### src/rtl/pdm_ramp_ctrl.sv
// -----------------------------------------------------------------------------
// pdm_ramp_ctrl
//
// Purpose:
//   Moves a PDM modulator level from its current value to a commanded target
//   one LSB at a time. A programmable prescaler sets the step period
//   (rate+1 clock cycles). Every step produces a write strobe to the
//   modulator, and completion of a command produces a one-cycle done pulse.
//   A new command may be issued at any time; the ramp then re-aims from the
//   level currently being driven.
//
// Ports:
//   clk        in   1       single clock, all state updates on the rising edge
//   reset      in   1       synchronous, active-high reset
//   start      in   1       single-cycle command strobe (latches target/rate)
//   target     in   LVL_W   destination level, sampled only with start
//   rate       in   RATE_W  step period minus one, sampled only with start
//   hold       in   1       freezes the step prescaler while a ramp is active
//   level_out  out  LVL_W   current level, drives the modulator level input
//   level_we   out  1       high in the first cycle that shows a new level
//   busy       out  1       high while a ramp is in progress
//   done       out  1       one-cycle pulse when a command completes
//
// All outputs come straight from flops; there is no combinational path from
// any input to any output.
// -----------------------------------------------------------------------------
module pdm_ramp_ctrl #(
  parameter int LVL_W  = 5,
  parameter int RATE_W = 4
) (
  input  logic              clk,
  input  logic              reset,
  input  logic              start,
  input  logic [LVL_W-1:0]  target,
  input  logic [RATE_W-1:0] rate,
  input  logic              hold,
  output logic [LVL_W-1:0]  level_out,
  output logic              level_we,
  output logic              busy,
  output logic              done
);

  localparam logic [0:0] ST_IDLE = 1'b0;
  localparam logic [0:0] ST_RAMP = 1'b1;

  logic [0:0]        state_reg,  state_next;
  logic [LVL_W-1:0]  level_reg,  level_next;
  logic [LVL_W-1:0]  target_reg, target_next;
  logic [RATE_W-1:0] rate_reg,   rate_next;
  logic [RATE_W-1:0] presc_reg,  presc_next;
  logic              we_reg,     we_next;
  logic              busy_reg,   busy_next;
  logic              done_reg,   done_next;

  // Helper terms for the next-state logic.
  logic              cmd_is_null;   // incoming target equals the driven level
  logic              step_due;      // prescaler has reached the step period
  logic              step_up;       // direction toward the latched target
  logic [LVL_W-1:0]  stepped_level; // level after one step toward the target

  assign cmd_is_null = (target == level_reg);
  assign step_due    = (presc_reg == rate_reg);
  assign step_up     = (target_reg > level_reg);

  // While ramping, target_reg never equals level_reg, so a single LSB move
  // toward it can neither overshoot nor wrap past either end of the range.
  assign stepped_level = step_up ? (level_reg + 1'b1) : (level_reg - 1'b1);

  always_comb begin
    state_next  = state_reg;
    level_next  = level_reg;
    target_next = target_reg;
    rate_next   = rate_reg;
    presc_next  = presc_reg;
    we_next     = 1'b0;
    busy_next   = busy_reg;
    done_next   = 1'b0;

    case (state_reg)
      ST_IDLE: begin
        // hold is deliberately ignored here.
        if (start) begin
          target_next = target;
          rate_next   = rate;
          presc_next  = '0;
          if (cmd_is_null) begin
            // Nothing to move: acknowledge immediately, no write strobe.
            done_next = 1'b1;
          end else begin
            state_next = ST_RAMP;
            busy_next  = 1'b1;
          end
        end
      end

      ST_RAMP: begin
        if (start) begin
          // Retarget. A command always beats a pending step on the same
          // edge; the direction is re-derived from level_reg on later cycles
          // because step_up compares against the newly latched target.
          target_next = target;
          rate_next   = rate;
          presc_next  = '0;
          if (cmd_is_null) begin
            state_next = ST_IDLE;
            busy_next  = 1'b0;
            done_next  = 1'b1;
          end
        end else if (!hold) begin
          if (step_due) begin
            presc_next = '0;
            level_next = stepped_level;
            we_next    = 1'b1;
            if (stepped_level == target_reg) begin
              // Final step: strobe, done and idle all on the same edge.
              state_next = ST_IDLE;
              busy_next  = 1'b0;
              done_next  = 1'b1;
            end
          end else begin
            presc_next = presc_reg + 1'b1;
          end
        end
        // hold=1 with no start: prescaler frozen, no step.
      end

      default: begin
        state_next = ST_IDLE;
        busy_next  = 1'b0;
      end
    endcase
  end

  always_ff @(posedge clk) begin
    if (reset) begin
      state_reg  <= ST_IDLE;
      level_reg  <= '0;
      target_reg <= '0;
      rate_reg   <= '0;
      presc_reg  <= '0;
      we_reg     <= 1'b0;
      busy_reg   <= 1'b0;
      done_reg   <= 1'b0;
    end else begin
      state_reg  <= state_next;
      level_reg  <= level_next;
      target_reg <= target_next;
      rate_reg   <= rate_next;
      presc_reg  <= presc_next;
      we_reg     <= we_next;
      busy_reg   <= busy_next;
      done_reg   <= done_next;
    end
  end

  assign level_out = level_reg;
  assign level_we  = we_reg;
  assign busy      = busy_reg;
  assign done      = done_reg;

endmodule

### config.mk
export PLATFORM = sky130hd
export DESIGN_NAME = pdm_ramp_ctrl
export DESIGN_NICKNAME = d
export VERILOG_FILES = /design/src/rtl/pdm_ramp_ctrl.sv
export SDC_FILE = /design/constraint.sdc
export NUM_CORES = 1
export LEC_CHECK = 0
export ABC_AREA = 0
export ABC_CLOCK_PERIOD_IN_PS = 3100
export CORE_MARGIN = 1
export CORE_UTILIZATION = 47
export DETAILED_ROUTE_END_ITERATION = 10
export PLACE_DENSITY = 0.79
export SYNTH_ARGS = -nofsm -noshare
export SYNTH_HDL_FRONTEND = slang
export SYNTH_SLANG_ARGS = --single-unit
### constraint.sdc
create_clock -name clk -period 3.1 [get_ports clk]
set_input_delay 0.62 -clock clk [delete_from_list [all_inputs] [get_ports clk]]
set_output_delay 0.62 -clock clk [all_outputs]
set_load 0.05 [all_outputs]
==> run_results.csv <==
group,metric,value,unit
placement,pre_cts_ws,0.0356,ns
drt,first_iter_violations,6,
global_routing,grt.total_usage,22.3,%
sta,timing.setup.tns,0,ns
floorplanning,dieArea,2950,um2
synth,async_flop_share,0,%
cells_and_area,final_core_util,65.1,%
cts,cts_tree,"done",
critical_path,required,3.33,ns
synth,netlist_area,1290,um2
global_routing,grt_pass1_wl,4660,um
global_routing,use_met3,3.33,%
synth,netlist_instances,147,
floorplanning,die_w,54.3,um
sta,period_needed,2.98,ns
critical_path,crit_start,"level_out[1]",
floorplanning,start_util,51.0,%
critical_path,arrival,3.22,ns
cts,cts_setup_buffers,0,
cells_and_area,drive_above_1_share,14.7,%
drt,wl_per_cell,14.2,um
drt,vias,1092,
floorplanning,core_area,2520,um2
global_routing,busiest_layer,"met2",
global_routing,use_met2,37.6,%
cts,clk_latency,0.32,ns
critical_path,start_kind,"register",
sta,worstMarginPinSlew,0.501,ns
global_routing,grt_max_degree,19,
synth,synth_seq_cells,22,
global_routing,grt.met1_usage,27.4,%
cts,cts_sinks,22,
sta,drv_slew,0,
power_and_ir_drop,peakVddDrop,0.294,mV
sta,fmax,335,MHz
sta,grt_setup_unrepaired,"false",
hold_path,hold_class,"reg2reg",
sta,setup_viol,0,
sta,fin_skew,0.00215,ns
hold_path,min_from,"target_reg[0]",
global_routing,grt-ovfl-total,0,
placement,port_buffers,20,
hold_path,hold_depth,2,
global_routing,antenna_found_initial,0,
drt,drc_errors,0,
global_routing,first_global_vias,1084,
drt,vias_per_cell,5.46,
power_and_ir_drop,p_per_area,458,nW/um2
critical_path,ff2ff_path_depth,12,
cts,cts.htree.levels,1,
critical_path,reg2reg_to,"busy",
synth,synth_flop_cell,"dfxtp_1",
critical_path,cp_max_fo,5,
sta,hold_violations,0,
hold_path,worstHoldEndpoint,"target_reg[0]",
placement,gp_congestion,0.923,
cts,clk_pin_slew,0.13,ns
sta,slew_headroom,66.5,%
synth,synth_edf_count,0,
cells_and_area,num_antenna_cells,0,
critical_path,worst-setup-path-type,"reg2reg",
sta,period_share,96.2,%
synth,synthDistinctLibCells,30,
critical_path,reg2reg_from,"level_out[1]",
floorplanning,rows,18,
critical_path,end_kind,"register",
synth,syn_area_per_cell,8.76,um2
drt,ant_nets,0,
sta,fin_ws,0.117,ns
floorplanning,die_h,54.3,um
cts,cts-root-buf,"clkbuf_4",
cells_and_area,nFillCells,213,
power_and_ir_drop,power.total,751,uW
drt,drt_wl_total,2850,um
synth,ys_warn_count,0,
cts,clockBufferDepth,2,
placement,hpwl,2090,um
cells_and_area,seq_area,448,um2
cells_and_area,layout.nets,194,
cells_and_area,multiInputGateArea,843,um2
synth,synth_fp_nets,170,
power_and_ir_drop,p_leak,0.692,nW
cts,cts_buffers,3,
status,status,"completed",
cells_and_area,area_growth_syn_to_layout,27.5,%
drt,firstDrtPassIters,4,
critical_path,rrSetupSlack,0.12,ns
run,max_cap_violations,0,
floorplanning,io_pins,21,
synth,ys_seq_area_share,34.2,%
-- layout by cell type (no fill, tap or decap), types with 6 or more instances in the layout --
master	n
nor2_1	24
clkdlybuf4s50_1	20
dfxtp_1	18
xor2_1	11
inv_1	9
mux2i_1	9
xnor2_1	8
a21oi_1	8
ha_1	7
nand3_1	6
nand2_1	6
-- worst max-delay path by stage --
stage,to,slack (ns)
final,busy,0.12
after global routing,busy,0.01
after CTS,busy,0.02
after detailed placement,busy,0.04
after global placement,busy,0.16
after floorplan,busy,0.04
-- per-layer routing --
layer	wire length (um)	vias up
li1	-	536
met3	76	7
met2	1400	18
met5	0	-
met4	59	0
met1	1310	531
-- worst max-delay path, cell delays in order (launching register included) --
cell and delay, ns:
dfxtp_2 0.39, inv_1 0.09, ha_1 0.34, nor2b_2 0.18, o21ai_2 0.15, a21oi_4 0.10
fa_2 0.37, nand2b_1 0.17, a21oi_2 0.17, xnor2_2 0.15, xnor3_1 0.28, a211o_1 0.31
and4_1 0.20
-- cells by family (layout without fill, tap and decap cells) --
group           Yosys count  count (layout)  share of synthesized area, %
fa+ha+maj                10              10                          10.3
flops                    22              22                          34.2
mux                      10              10                          7.77
compound gates           22              22                          10.9
simple gates             48              48                          17.4
xor+xnor                 21              21                          15.4
buf+inv                  14              37                          4.08
-- area by class of cell --
| cell class | instances | share of cell area [%] |
|---|---|---|
| Clock buffer | 3 | 1.37 |
| Multi-Input combinational cell | 111 | 51.4 |
| Timing Repair Buffer | 23 | 13.6 |
| Inverter | 10 | 2.29 |
| Sequential cell | 22 | 27.3 |
| Tap cell | 30 | 2.29 |
| Clock inverter | 1 | 1.83 |
-- synthesized netlist by cell type (all sizes together) (2+ instances only) --
master,number,area share (%)
mux2i,10,7.8
a21o,2,1.2
dfxtp,22,34
nor2,25,7.3
clkbuf,3,0.87
ha,9,8.7
nand2b,2,0.97
xor2,11,7.5
nand3,6,2.3
nand2,6,1.7
nor3,2,0.78
xnor2,9,6.1
inv,10,2.9
a21oi,11,5.2
o21ai,6,2.6
-- report_power, final --
| group | switching (mW) | total (mW) | leakage (nW) | internal, mW |
|---|---|---|---|---|
| Combinational | 0.112 | 0.214 | 0.481 | 0.102 |
| Sequential | 0.0123 | 0.308 | 0.182 | 0.295 |
| Clock | 0.0987 | 0.230 | 0.0279 | 0.131 |
| Total | 0.223 | 0.751 | 0.692 | 0.528 |
-- repair_timing --
| action | CTS | global route |
|---|---|---|
| resized for setup | 0 | 10 |
| hold buffers | 0 | 0 |
| endpoints found under the setup margin | 0 | 1 |
-- per-stage QoR --
step	instance area [um2]	hold slack, ns	cells
6_report	1640	0.523	200
4_1_cts	1590	0.521	200
3_5_place_dp	1540	0.490	196
2_1_floorplan	1290	0.460	147
5_1_grt	1640	0.551	200
3_3_place_gp	1540	0.477	196
Note: power is estimated with default switching activity, not from simulation.
